[src/rtl/serial_add_sub.sv]
// Bit-serial WIDTH-bit adder/subtractor: one full-adder cell, one bit per clock, LSB first.
// Results (y/cout/ovf) update only on entry to DONE and hold until the next completion.
module serial_add_sub #(
  parameter int unsigned WIDTH = 8
) (
  input  logic             clk,
  input  logic             rst,
  input  logic             start,
  input  logic             sub,
  input  logic [WIDTH-1:0] a,
  input  logic [WIDTH-1:0] b,
  output logic             busy,
  output logic             done,
  output logic [WIDTH-1:0] y,
  output logic             cout,
  output logic             ovf
);

  localparam int unsigned CW = $clog2(WIDTH);

  typedef enum logic [1:0] {IDLE, RUN, DONE} state_t;

  state_t           state, state_next;
  logic [WIDTH-1:0] op_a, op_b, acc;
  logic [CW-1:0]    count;
  logic             carry, msb_cin;
  logic             s, c_next, accept, last;

  always_comb begin
    s          = op_a[0] ^ op_b[0] ^ carry;
    c_next     = (op_a[0] & op_b[0]) | (carry & (op_a[0] ^ op_b[0]));
    accept     = start && (state != RUN);
    last       = (count == CW'(WIDTH - 1));
    state_next = state;
    case (state)
      IDLE:    if (start) state_next = RUN;
      RUN:     if (last)  state_next = DONE;
      DONE:    state_next = start ? RUN : IDLE;
      default: state_next = IDLE;
    endcase
  end

  always_ff @(posedge clk) begin
    if (rst) state <= IDLE;
    else     state <= state_next;
  end

  always_ff @(posedge clk) begin
    if (rst) begin
      op_a    <= '0;
      op_b    <= '0;
      acc     <= '0;
      count   <= '0;
      carry   <= 1'b0;
      msb_cin <= 1'b0;
      y       <= '0;
      cout    <= 1'b0;
      ovf     <= 1'b0;
    end else if (accept) begin
      // Subtraction as a + ~b + 1: invert B and seed the carry with sub.
      op_a  <= a;
      op_b  <= b ^ {WIDTH{sub}};
      carry <= sub;
      count <= '0;
    end else if (state == RUN) begin
      op_a  <= op_a >> 1;
      op_b  <= op_b >> 1;
      acc   <= {s, acc[WIDTH-1:1]};
      carry <= c_next;
      count <= count + 1'b1;
      if (count == CW'(WIDTH - 2)) msb_cin <= c_next;
      if (last) begin
        y    <= {s, acc[WIDTH-1:1]};
        cout <= c_next;
        ovf  <= msb_cin ^ c_next;
      end
    end
  end

  assign busy = (state == RUN);
  assign done = (state == DONE);

endmodule

[config.mk]
export PLATFORM = sky130hd
export DESIGN_NAME = serial_add_sub
export DESIGN_NICKNAME = d
export VERILOG_FILES = /design/src/rtl/serial_add_sub.sv
export SDC_FILE = /design/constraint.sdc
export NUM_CORES = 1
export LEC_CHECK = 0
export ABC_AREA = 1
export BUFFER_PORTS_ARGS = -buffer_cell sky130_fd_sc_hd__buf_2
export CORE_MARGIN = 2
export CORE_UTILIZATION = 55
export DETAILED_ROUTE_END_ITERATION = 8
export PLACE_DENSITY = 0.79
export RECOVER_POWER = 50
export SLEW_MARGIN = 20
export SYNTH_ARGS = -nofsm -noshare
export SYNTH_HDL_FRONTEND = slang
export SYNTH_SLANG_ARGS = --single-unit
[constraint.sdc]
create_clock -name clk -period 1.4 [get_ports clk]
set_input_delay 0.07 -clock clk [delete_from_list [all_inputs] [get_ports clk]]
set_output_delay 0.07 -clock clk [all_outputs]
set_load 0.02 [all_outputs]
# Word level (Yosys, flattened, before mapping)

Index checks and enable logic that the tools add are counted.

RAM bits: 0
Logic and storage cells: 44
Memory bits (read-only): 0
Latch bits: 0
Flip-flop bits (word level): 41
Memories kept: 0
Input port bits: 20

Multiplexer cells: 10
$mul: 0
Shift-type cells: 0
Div/mod/pow operators: 0
Bitwise operators: 8
Equality and inequality tests: 7
$lt $le $gt $ge: 0
Add/subtract/negate cells: 1
Reductions and logical operators: 8

Operators by type and width:

| cell                                                   | count |
|---|---|
| two-way mux 8 bit                                      | 4 |
| bitwise XOR 8 bit                                      | 1 |
| equality test 3 bit (second input constant)            | 2 |
| case mux 2 bit (3 select lines)                        | 1 |
| AND reduction 3 bit                                    | 2 |
| two-way mux 2 bit                                      | 2 |
| inequality test 2 x 1 -> 1 bit (second input constant) | 2 |
| AND reduction 2 bit                                    | 2 |
| adder 3 x 1 -> 3 bit (second input constant)           | 1 |
| two-way mux 1 bit                                      | 3 |
| bitwise XOR 1 bit                                      | 3 |
| AND 1 bit                                              | 2 |
| equality test 2 x 1 -> 1 bit (second input constant)   | 1 |
| equality test 2 bit (second input constant)            | 1 |
| zero test 2 bit                                        | 1 |
| inequality test 2 bit (second input constant)          | 1 |
| nonzero test 2 bit                                     | 1 |
| OR reduction 2 bit                                     | 1 |
| logical AND 1 bit                                      | 1 |
| NOT 1 bit                                              | 1 |
| bitwise OR 1 bit                                       | 1 |

# Longest topological paths before layout

Depth in word-level cells: 5
Gate-level depth with buffers: 8

# Worst setup path after synthesis

No wires, ideal clock.

Kind: register to register
Start: reg op_a[0]
End: reg ovf
Setup slack: 214 ps
Data arrival time: 1,070 ps
Library setup time: 116 ps
Stages on the path, launching flop included: 5
Period minus slack after synthesis: 1,186 ps
Path through: dfxtp_1 fa_1 xor2_1 nor2_1 nor2_1

Cells in the longest elaborated chain, start to end: 4
Elaborated cells on any way between the ends: 5
Those cells by class: bitwise: 5

Ends and longest elaborated chain:

| item                   | line | source |
|---|---|---|
| start, declared        | 24   | `logic [WIDTH-1:0] op_a, op_b, acc;` |
| start signal, assigned | 66   | `op_a <= op_a >> 1;` |
| bitwise XOR 1 bit      | 31   | `c_next = (op_a[0] & op_b[0]) \| (carry & (op_a[0] ^ op_b[0]));` |
| AND 1 bit              | 31   |  |
| bitwise OR 1 bit (*)   | 31   |  |
| net c_next             | 27   | `logic s, c_next, accept, last;` |
| bitwise XOR 1 bit (*)  | 75   | `ovf <= msb_cin ^ c_next;` |
| end signal, assigned   | 75   |  |
| end, declared          | 16   | `output logic ovf` |

Mark *: on every way through the listed nets, which the timed path passes. The rest lies on a longest branch.
A chain may end at the register's enable or synchronous reset.

# Worst setup path after layout

Start: reg count[0]
End: reg y[4]

Cells in the longest elaborated chain, start to end: 2

Ends and longest elaborated chain:

| item                          | line | source |
|---|---|---|
| start, declared               | 25   | `logic [CW-1:0] count;` |
| start signal, assigned        | 70   | `count <= count + 1'b1;` |
| equality test 3 bit           | 33   | `last = (count == CW'(WIDTH - 1));` |
| AND reduction 3 bit (no line) | -    |  |
| end signal, assigned          | 73   | `y <= {s, acc[WIDTH-1:1]};` |
| end, declared                 | 14   | `output logic [WIDTH-1:0] y,` |

Every way passes these cells.

==> flow_summary.yaml <==
detailed_routing:
  vias_per_cell: 4.897
  wirelength_um: 3501
  met1Wirelength_um: 1629
  drc_errors: 0
  highest_layer: "met4"
  antenna_left: 0
  drt_iter0_drc: 91
  num_vias: 1572
  first_pass_iters: 4
  wl_met3_um: 154
  detail_route.wl_per_cell_um: 10.91
  routed-wl-met2_um: 1685
placement:
  placed_cells: 311
  globalplace.congestion: 0.7583
  hpwl_um: 2512
  port_buffers: 31
  pre_cts_ws_ns: 0.1269
clock_network:
  cts-root-buf: "clkbuf_4"
  clock_latency_ns: 0.35
  htreeDepth: 2
  cts_tree: "built"
  cts_made_buffers: 5
  clkTransAtPathRegs_ns: 0.11
  clockBufferDepth: 2
  clock_sinks: 40
timing:
  fmax_mhz: 762.9
  relSlewSlack_pct: 66.24
  drv_slew: 0
  fin_tns_setup_ns: 0
  layout_setup_ws_ns: 0.08914
  tightest_slew_ns: 0.5059
  whs_ns: 0.03185
  clock_skew_ns: 0.007859
  rsz0062_at_grt: "false"
  setup_viol_count_final: 0
  fin_crit_sh_pct: 93.63
  hold_viol: 0
  period_minus_slack_ns: 1.311
worst_hold_path:
  min_from: "a[2]"
  hp-class: "input pin to register"
  hold_depth: 5
  min_to: "op_a[2]"
final_layout:
  nFillCells: 321
  syn2layout_area_growth_pct: 12.35
  post_route_cells_drive_above_1_share_pct: 16.25
  final_cells: 321
  antenna_cells: 0
  nets: 300
global_routing:
  overflow: 0
  grt_util_all_layers_pct: 20.76
  first_global_vias: 1384
  grt_pass1_wl_um: 5713
  grt_max_degree: 30
  antenna_found_initial: 0
power_and_ir_drop:
  leakage_uw: 0.0009877
  finalPower_uw: 2132
  power.density_nw_per_um2: 1035
  vdd_drop_max_v: 0.0006705
  internal_power_uw: 1564
  p_comb_share_pct: 14.2
  p_switching_uw: 568.1
  pwr-share-seq_pct: 57.6
  swShare_pct: 26.64
  clock_power_share_pct: 28.2
yosys:
  syn_area_um2: 1834
  synth_area_per_cell_um2: 7.580
  post_synth_num_cell_types: 24
  synth_seq_cells: 40
  yosysSeqAreaShare_pct: 43.66
  synth_nets: 266
  yosys_warnings: 0
  syn_inst: 242
setup_path:
  arrival_ns: 1.55
  reg2reg_setup_slack_ns: 0.09
  start_kind: "register"
  rr_endpoint: "y[4]"
  path_class: "register to register"
  crit_required_ns: 1.64
  r2r_cells: 7
  cp_max_fo: 5
  worst_setup_path_end_kind: "register"
  r2r_start: "count[0]"
die:
  coreArea_um2: 3103
  row_count: 20
  start_util_pct: 59.11
  die_y_um: 61.75
  die-area_um2: 3813
  fp.dieW_um: 61.75
  ios: 32
run_status:
  outcome: "finished, final reports clean"
run:
  maxCapViolCount: 0
## placed cells by master (no fill, tap or decap)
cell type      synthesis  routed
xor2_1                 2       2
ha_1                   3       3
o21ai_1                6       5
fa_1                   1       1
nand3_1               33      33
a21oi_1                8       8
nand3_2                2       2
nand2_1               48      48
nand2_4                2       2
clkbuf_8               0       1
inv_1                 15      16
dfxtp_1               40      40
nor3_1                 1       1
xnor2_1                7       7
dlygate4sd3_1          0       1
inv_2                  4       3
buf_2                  4      21
o21ai_0                8       9
buf_12                 0       1
buf_4                  0       4
nor2_1                45      45
clkbuf_4               0       5
clkbuf_1               1      12
or2_1                  1       1
clkbuf_2               1       2
a211oi_2               2       2
nor2_4                 2       2
## power by group through the flow
stage | combinational [µW] | sequential, µW | clock [µW]
global placement | 300 | 1250 | 0
CTS | 309 | 1230 | 609
detailed placement | 306 | 1250 | 0
finish | 303 | 1230 | 601
floorplan | 245 | 1250 | 0
global route | 345 | 1230 | 657
## metrics by stage
stage / util, % / area (µm²)
after floorplan: - / 1834
after global placement: 64.52 / 2002
after detailed placement: 64.52 / 2002
after CTS: 66.73 / 2071
after global routing: 66.41 / 2061
final: 66.41 / 2061
## flip-flops by register name, indices dropped and copies added, names as in the netlist
name,cells
op_b,8
msb_cin,1
y,8
state,2
ovf,1
acc,7
cout,1
count,3
carry,1
op_a,8
## what timing repair did
item / CTS / global route
endpoints found under the setup margin: 0 / 9
hold endpoints to repair: 1 / 0
buffers inserted: 0 / 1
hold buffers: 1 / 0
resized for setup: 0 / 0
## critical path: stages (launching register included)
cell and delay [ns]:
dfxtp_1 0.34, ha_1 0.19, ha_1 0.17, inv_1 0.10, nor2_4 0.05, buf_4 0.15
o21ai_0 0.15, nor2_1 0.06
## cells by family after synthesis
logic type / count (synthesis) / synth area share (%)
and+or+nand+nor: 134 / 32.20
DFF: 40 / 43.66
buffers and inverters: 31 / 9.344
AOI/OAI and AO/OA: 24 / 7.367
xor gates and xnor gates: 9 / 4.298
adders and majority gates: 4 / 3.138
## routing by layer
metal / GRT usage [%] / vias up
li1: - / 833
met3: 4.969 / 5
met2: 36.39 / 38
met4: 10.03 / 0
met5: 0 / -
met1: 23.64 / 696
## worst max-delay path by stage
stage,from,to,slack (ns),depth (start not counted)
detailed placement,count[1],y[2],0.13,7
CTS,count[1],y[2],0.11,7
global placement,op_a[0],ovf,0.16,4
finish,count[0],y[4],0.09,7
floorplan,op_a[0],ovf,0.21,4
global route,count[0],y[4],0.009,7
## area by class of cell
cell class | instances | area, µm² | area share (%)
timing repair buffer | 39 | 212.7 | 10.32
tap | 44 | 55.05 | 2.672
sequential | 40 | 800.8 | 38.86
clock buffer | 8 | 58.81 | 2.854
inverter | 19 | 71.32 | 3.461
multi-input combinational | 171 | 862.1 | 41.83
## cell usage after synthesis, drive strengths merged
| cell | n | area [µm²] |
|---|---|---|
| a211oi | 2 | 25.02 |
| a21oi | 8 | 40.04 |
| buf | 10 | 91.33 |
| clkbuf | 2 | 8.750 |
| dfxtp | 40 | 800.8 |
| fa | 1 | 20.02 |
| ha | 3 | 37.54 |
| inv | 19 | 71.31 |
| nand2 | 50 | 202.7 |
| nand3 | 35 | 185.2 |
| nor2 | 47 | 191.4 |
| nor3 | 1 | 5.000 |
| o21ai | 14 | 70.07 |
| or2 | 1 | 6.260 |
| xnor2 | 7 | 61.31 |
| xor2 | 2 | 17.52 |
(Power assumes the default switching activity.)
